$ cat src/rtl/status_uart_tx.sv
// Status reporter: sends {2'b10, 2'b00, motor, gray} as one 8N1 UART frame whenever
// the zone/motor status changes or a send is forced. Changes seen mid-frame merge into one follow-up frame.
module status_uart_tx #(
  parameter int CLKS_PER_BIT = 5208
) (
  input  logic       clk,
  input  logic       rst_n,
  input  logic [2:0] gray_code,
  input  logic       motor_sig,
  input  logic       force_send,
  output logic       tx,
  output logic       busy,
  output logic [7:0] frames_sent
);

  localparam int BW = (CLKS_PER_BIT > 1) ? $clog2(CLKS_PER_BIT) : 1;
  localparam logic [BW-1:0] LAST = BW'(CLKS_PER_BIT - 1);

  typedef enum logic [1:0] {S_IDLE, S_START, S_DATA, S_STOP} state_t;

  state_t        r_state, w_state_nxt;
  logic [BW-1:0] r_baud_cnt, w_baud_nxt;
  logic [2:0]    r_bit_cnt, w_bit_nxt;
  logic [7:0]    r_shift, w_shift_nxt;
  logic          r_tx, w_tx_nxt;
  logic [7:0]    r_frames, w_frames_nxt;
  logic          r_pending, w_pending_nxt;
  logic [3:0]    r_prev_status;

  logic [3:0]    w_status;
  logic          w_event;
  logic          w_last;

  assign w_status = {motor_sig, gray_code};
  assign w_event  = (w_status != r_prev_status) || force_send;
  assign w_last   = (r_baud_cnt == LAST);

  always_comb begin
    w_state_nxt   = r_state;
    w_baud_nxt    = r_baud_cnt;
    w_bit_nxt     = r_bit_cnt;
    w_shift_nxt   = r_shift;
    w_tx_nxt      = r_tx;
    w_frames_nxt  = r_frames;
    w_pending_nxt = r_pending | w_event;
    if (r_state != S_IDLE) w_baud_nxt = w_last ? '0 : r_baud_cnt + 1'b1;
    case (r_state)
      S_IDLE: begin
        w_tx_nxt   = 1'b1;
        w_baud_nxt = '0;
        w_bit_nxt  = '0;
        if (r_pending) begin
          // an event in this same cycle keeps pending set for a follow-up frame
          w_pending_nxt = w_event;
          w_shift_nxt   = {4'b1000, w_status};
          w_state_nxt   = S_START;
          w_tx_nxt      = 1'b0;
        end
      end
      S_START: begin
        if (w_last) begin
          w_state_nxt = S_DATA;
          w_tx_nxt    = r_shift[0];
        end
      end
      S_DATA: begin
        if (w_last) begin
          if (r_bit_cnt == 3'd7) begin
            w_state_nxt = S_STOP;
            w_tx_nxt    = 1'b1;
          end else begin
            w_bit_nxt   = r_bit_cnt + 3'd1;
            w_shift_nxt = {1'b0, r_shift[7:1]};
            w_tx_nxt    = r_shift[1];
          end
        end
      end
      S_STOP: begin
        if (w_last) begin
          w_state_nxt  = S_IDLE;
          w_frames_nxt = r_frames + 8'd1;
        end
      end
      default: w_state_nxt = S_IDLE;
    endcase
  end

  always_ff @(posedge clk or negedge rst_n) begin
    if (!rst_n) begin
      r_state       <= S_IDLE;
      r_baud_cnt    <= '0;
      r_bit_cnt     <= '0;
      r_shift       <= '0;
      r_tx          <= 1'b1;
      r_frames      <= '0;
      r_pending     <= 1'b0;
      r_prev_status <= '0;
    end else begin
      r_state       <= w_state_nxt;
      r_baud_cnt    <= w_baud_nxt;
      r_bit_cnt     <= w_bit_nxt;
      r_shift       <= w_shift_nxt;
      r_tx          <= w_tx_nxt;
      r_frames      <= w_frames_nxt;
      r_pending     <= w_pending_nxt;
      r_prev_status <= w_status;
    end
  end

  assign tx          = r_tx;
  assign busy        = (r_state != S_IDLE);
  assign frames_sent = r_frames;

endmodule

$ cat config.mk
export PLATFORM = sky130hd
export DESIGN_NAME = status_uart_tx
export DESIGN_NICKNAME = d
export VERILOG_FILES = /design/src/rtl/status_uart_tx.sv
export SDC_FILE = /design/constraint.sdc
export NUM_CORES = 1
export LEC_CHECK = 0
export ABC_AREA = 1
export CAP_MARGIN = 40
export CORE_ASPECT_RATIO = 1.1
export CORE_UTILIZATION = 50
export CTS_BUF_LIST = sky130_fd_sc_hd__clkbuf_4 sky130_fd_sc_hd__clkbuf_8
export DETAILED_ROUTE_END_ITERATION = 10
export PLACE_DENSITY_LB_ADDON = 0.3
export SLEW_MARGIN = 20
export SYNTH_ARGS = -nofsm -noshare
export SYNTH_HDL_FRONTEND = slang
export SYNTH_SLANG_ARGS = --single-unit
$ cat constraint.sdc
create_clock -name clk -period 4.3 [get_ports clk]
set_input_delay 0.86 -clock clk [delete_from_list [all_inputs] [get_ports clk]]
set_output_delay 0.86 -clock clk [all_outputs]
set_load 0.05 [all_outputs]
==> reports/results.ini, run 1 <==
[die]
rows = 24
dieArea_um2 = 4643
die_h_um = 71.37
boundaryPins = 17
dieWidth_um = 65.06
core_um2 = 4084
start_util_pct = 53.55

[clock_tree]
postCtsResizedCells = 0
htree_num_levels = 2
clock_tree.root_cell = clkbuf_8
clk_latency_ns = 0.28
cts_buffers = 5
clkSlewWorstSetupHoldPaths_ns = 0.07
cts.sinks = 40
cts_buffer_depth = 2
postCtsHoldBufs = 0
post_cts_buffers = 0
cts_tree = done

[route]
wl_per_cell_um = 11.71
num_vias = 1733
first_pass_iters = 4
wl_um = 4027
drc_errors = 0
initialDrtViolationCount = 73
final_antenna_net_count = 0
routed_via_density = 5.038

[timing]
finalMaxSlewViolations = 0
fin_setup_tns_ns = 0
slew_headroom_pct = 67.00
timing.final.crit_share_pct = 68.29
rsz0062_at_grt = no
skew_ns = 0.004660
worstMarginPinSlew_ns = 0.4934
finalHoldViolCount = 0
fmaxAchievable_mhz = 340.5
setup_viol = 0
whs_ns = 0.4787
period_minus_slack_ns = 2.937

[critical_path]
crit_path_max_fanout = 8
crit_arrival_ns = 2.08
r2r_slack_ns = 2.28
endpoint_kind = output pin
crit_type = flip-flop to output pin
cp.required_ns = 3.44
crit_path_start_kind = flip-flop

[min_path]
hp-class = flip-flop to flip-flop

[logic_synthesis]
yosysTopAreaCell = dfrtp_1
ys_warn_count = 0
syn_area_um2 = 2187
syn_nets = 285
ys_ff_latch = 40
synth_top_area_share_pct = 44.62
ys_types = 29
postSynthCellCount = 269
seq_area_frac_synth_pct = 45.82
synth_area_leaders = dfrtp_1, nand2_1, nor2_1, inv_1, nand3_1
avgSynthCellArea_um2 = 8.130

[place]
place_area_um2 = 2424
hpwl_um = 3050
io_buffers = 16
routabilityCongestion = 0.9110

[finish]
num-nets-final = 307
final_area_um2 = 2521
nFillCells = 367
syn_to_final_growth_pct = 15.27
n_antenna_cell = 0
final_layout_size_suffix_gt1_share_pct = 9.932

[pwr]
p_leak_nw = 1.291
total_power_w = 0.0006726
power_density_nw_per_um2 = 266.8
max-vdd-ir-drop_mv = 0.1909

[global_routing]
grt_pass1_wl_um = 7203
overflow = 0
grt_use_total_pct = 20.02
grt_max_degree = 23
grt_pass1_vias = 1688
antenna_found_initial = 0

[flow_run]
maxCapViolations = 0

[run_status]
status = finished clean

## Yosys cell counts
cell and number:
nand3b_1 2, nand3_4 1, clkbuf_1 1, dfstp_2 1, xnor2_1 2, o22ai_1 1, inv_2 3, buf_4 1
nor2_2 2, dfrtp_1 39, nand2_2 4, nand2_1 74, o21ai_0 9, inv_1 31, o21a_1 1, xor2_1 8
o21ai_1 3, nor3_2 1, nor2_1 34, nor3b_1 1, nand2_4 3, ha_1 9, a21oi_1 2, nor2_4 1
nand2_8 2, nand4_1 3, nand3_1 23, nor2_8 1, nor3_1 6
## cells in the final DEF, fill, tap and decap left out, drive strengths merged, types with 8 or more instances in the layout
| cell | synthesis | layout |
|---|---|---|
| nor2 | 38 | 38 |
| nand3 | 24 | 24 |
| ha | 9 | 9 |
| o21ai | 12 | 12 |
| dfrtp | 39 | 39 |
| inv | 34 | 34 |
| clkdlybuf4s50 | 0 | 15 |
| xor2 | 8 | 8 |
| clkbuf | 1 | 8 |
| nand2 | 83 | 83 |
## final cells by class
cell class                      count  area (um^2)  area share, %
Multi-Input combinational cell    193         1046          41.49
Sequential cell                    40         1002          39.75
Timing Repair Buffer               17        182.7          7.246
Inverter                           34        127.6          5.062
Clock buffer                        8        97.59          3.871
Tap cell                           52        65.06          2.581
## where the power goes
| part | switching [W] | internal, W |
|---|---|---|
| Clock | 0.000124 | 0.000144 |
| Sequential | 0.00000186 | 0.000380 |
| Combinational | 0.0000133 | 0.0000100 |
| Total | 0.000139 | 0.000533 |
## stage by stage
step / utilization [%] / instances / setup WS [ns]
detailed placement: 59.34 / 336 / 1.672
CTS: 61.73 / 344 / 1.348
finish: 61.73 / 344 / 1.363
global route: 61.73 / 344 / 1.279
global placement: 58.67 / 335 / 1.714
floorplan: - / 269 / 2.299
## per-layer routing
layer  share of wire [%]  global-route usage [%]
met4                 1.4                   5.556
met5                   0                       0
met2                  49                   34.95
met3                 2.8                   4.936
met1                  47                   24.53
## worst paths after layout
kind | end | start | cells past startpoint
setup reg to reg | r_shift[2] | r_state[0] | 9
min in group asynchronous | r_baud_cnt[6] | rst_n | 1
hold / removal | r_shift[7] | r_shift[7] | 2
max in group asynchronous | r_pending | rst_n | 2
setup / recovery | busy | r_state[0] | 4
hold reg to reg | r_shift[7] | r_shift[7] | 2
## flip-flops by register name (all words and copies together), names as in the netlist
name           cells
r_bit_cnt          3
r_state            2
tx                 1
r_baud_cnt        13
r_pending          1
r_prev_status      4
frames_sent        8
r_shift            8
## critical path, cell delays in order (launching register included)
cell and delay [ns]:
dfrtp_1 0.40, inv_1 0.09, ha_1 0.32, inv_1 0.16, clkdlybuf4s50_1 0.82
## kinds of logic after synthesis
logic type	share of synthesized area (%)
xor+xnor	4.005
compound gates	3.833
fa+ha+maj	5.149
flops	45.82
buf+inv	6.350
simple gates	34.84
No activity file was read; power rests on OpenSTA's default activity.
==> inputs of run 2 (changes only) <==
==> constraint.sdc (replaced) <==
create_clock -name clk -period 2.5 [get_ports clk]
set_input_delay 0.5 -clock clk [delete_from_list [all_inputs] [get_ports clk]]
set_output_delay 0.5 -clock clk [all_outputs]
set_load 0.05 [all_outputs]
==> run 2 against run 1 <==
Register-to-register slack got worse by 1.6 ns. Sequential power up 72%. Critical path type unchanged. Utilization is 0.12 points higher. Clock-buffer cell count unchanged. First-iteration DRC count grew 42%. Sequential share of layout area shrank 0.079 points.
==> reports/results.ini, run 2 (synthesis gave the netlist of run 1 again) <==
[pwr]
power_density_nw_per_um2 = 459.5  ; was 266.8 nW/um^2
seqPwrFrac_pct = 56.6  ; was 56.7%
total_power_w = 0.001161  ; was 0.0006726 W
swShare_pct = 20.98  ; was 20.71%
p_sw_w = 0.0002435  ; was 0.0001393 W
max-vdd-ir-drop_mv = 0.3234  ; was 0.1909 mV
p_leak_nw = 1.296  ; was 1.291 nW
power_frac_comb_pct = 3.4  ; was 3.5%
internal-power_w = 0.0009172  ; was 0.0005333 W
clock_power_share_pct = 40.0  ; was 39.8%

[route]
first_pass_iters = 4  ; unchanged
initialDrtViolationCount = 104  ; was 73
wl_um = 4005  ; was 4027 um
routed_via_density = 4.997  ; was 5.038
num_vias = 1724  ; was 1,733
drc_errors = 0  ; unchanged
wl_per_cell_um = 11.61  ; was 11.71 um
final_antenna_net_count = 0  ; unchanged

[finish]
multiInputGateArea_um2 = 1046  ; unchanged
nFillCells = 380  ; was 367
largest_register = r_baud_cnt  ; unchanged
num-nets-final = 308  ; was 307
final_layout_size_suffix_gt1_share_pct = 10.58  ; was 9.932%
largest_reg_flops = 13  ; unchanged
final_common_cell = nand2_1  ; unchanged
regArea_um2 = 1002  ; unchanged
mostFrequentLayoutCells = nand2_1, dfrtp_1, nor2_1  ; unchanged
final_area_um2 = 2526  ; was 2521 um^2
n_antenna_cell = 0  ; unchanged
syn_to_final_growth_pct = 15.50  ; was 15.27%

[clock_tree]
cts.sinks = 40  ; unchanged
clk_latency_ns = 0.29  ; was 0.28 ns
clock_tree.root_cell = clkbuf_8  ; unchanged
clkSlewWorstSetupHoldPaths_ns = 0.08  ; was 0.07 ns
cts_buffer_depth = 2  ; unchanged
postCtsHoldBufs = 0  ; unchanged
cts_buffers = 5  ; unchanged
post_cts_buffers = 0  ; unchanged
htree_num_levels = 2  ; unchanged
cts_tree = done  ; unchanged
postCtsResizedCells = 0  ; unchanged

[die]
start_util_pct = 53.55  ; unchanged
die_h_um = 71.37  ; unchanged
rows = 24  ; unchanged
dieArea_um2 = 4643  ; unchanged
boundaryPins = 17  ; unchanged
core_um2 = 4084  ; unchanged
dieWidth_um = 65.06  ; unchanged

[global_routing]
grt_max_degree = 22  ; was 23
grt_pass1_vias = 1580  ; was 1,688
overflow = 0  ; unchanged
grt_pass1_wl_um = 7024  ; was 7203 um
grt_use_total_pct = 20.04  ; was 20.02%
antenna_found_initial = 0  ; unchanged

[critical_path]
r2r_slack_ns = 0.69  ; was 2.28 ns
crit_type = flip-flop to output pin  ; unchanged
critPathSlowestCell = clkdlybuf4s50_1  ; unchanged
rr_endpoint = r_shift[0]  ; was r_shift[2]
reg2reg_from = r_state[0]  ; unchanged
crit_buf_inv = 1  ; was 3
crit_arrival_ns = 1.62  ; was 2.08 ns
endpoint_kind = output pin  ; unchanged
crit_path_start_kind = flip-flop  ; unchanged
crit_cells = 1  ; was 4
startpoint = tx  ; was r_state[0]
max_stage_delay_ns = 0.79  ; was 0.82 ns
crit_end = tx  ; was busy
cp_top_family = buffers and inverters  ; unchanged
worst_r2r_path_depth = 9  ; unchanged
cp.required_ns = 2.00  ; was 3.44 ns
path_cells = clkdlybuf4s50_1  ; was inv_1 > ha_1 > inv_1 > clkdlybuf4s50_1
crit_path_max_fanout = 2  ; was 8

[flow_run]
maxCapViolations = 0  ; unchanged

[place]
hpwl_um = 2976  ; was 3050 um
post-place-ws_ns = 0.6985  ; was 1.672 ns
routabilityCongestion = 0.8180  ; was 0.9110
io_buffers = 16  ; unchanged
place_area_um2 = 2429  ; was 2424 um^2

[timing]
slew_headroom_pct = 66.96  ; was 67.00%
finalHoldViolCount = 0  ; unchanged
rsz0062_at_grt = no  ; unchanged
skew_ns = 0.006079  ; was 0.004660 ns
whs_ns = 0.1581  ; was 0.4787 ns
fin_setup_tns_ns = 0  ; unchanged
worst_slack_ns = 0.3843  ; was 1.363 ns
worstMarginPinSlew_ns = 0.4956  ; was 0.4934 ns
fmaxAchievable_mhz = 472.7
setup_viol = 0  ; unchanged
timing.final.crit_share_pct = 84.63
period_minus_slack_ns = 2.116
finalMaxSlewViolations = 0  ; unchanged

[min_path]
hp-class = input port to asynchronous set/reset pin  ; was flip-flop to flip-flop

[run_status]
status = finished clean  ; unchanged

run 2: area by class of cell:
| class | count | share of cell area [%] |
|---|---|---|
| Clock buffer | 8 | 3.863 |
| Sequential cell | 40 | 39.67 |
| Tap cell | 52 | 2.576 |
| Timing Repair Buffer | 18 | 7.429 |
| Multi-Input combinational cell | 193 | 41.41 |
| Inverter | 34 | 5.052 |
run 2: through the flow:
stage,instances,util (%)
5_1_grt,345,61.86
2_1_floorplan,269,-
6_report,345,61.86
3_5_place_dp,337,59.47
3_3_place_gp,336,58.79
4_1_cts,345,61.86
run 2: worst min path at each step:
stage | start | to | depth (start not counted)
2_1_floorplan | rst_n | frames_sent[0] | 0
3_3_place_gp | r_shift[2] | r_shift[2] | 2
3_5_place_dp | r_shift[7] | r_shift[7] | 2
4_1_cts | rst_n | r_baud_cnt[5] | 1
5_1_grt | rst_n | r_baud_cnt[5] | 1
6_report | rst_n | r_baud_cnt[5] | 1
run 2: worst register-to-register path: stages, from the launching register on:
cell and delay (ns):
dfrtp_1 0.41, inv_1 0.10, ha_1 0.20, buf_4 0.17
inv_1 0.21, nand2_1 0.24, nand2_8 0.18, nand2_8 0.08
nand2_1 0.06, nand2_1 0.05
run 2: per-layer routing:
layer	part of all wire, %	vias up	GRT usage (%)
met4	1.7	0	6.522
met3	3.3	8	5.573
met2	49	26	33.45
li1	-	887	-
met1	46	803	25.08
met5	0	-	0
run 2: power by group through the flow:
stage               registers (W)  clock network, W   logic, W
floorplan                0.000668                 0  0.0000103
global placement         0.000669                 0  0.0000359
detailed placement       0.000669                 0  0.0000416
CTS                      0.000656          0.000472  0.0000417
global route             0.000657          0.000502  0.0000470
finish                   0.000657          0.000464  0.0000400
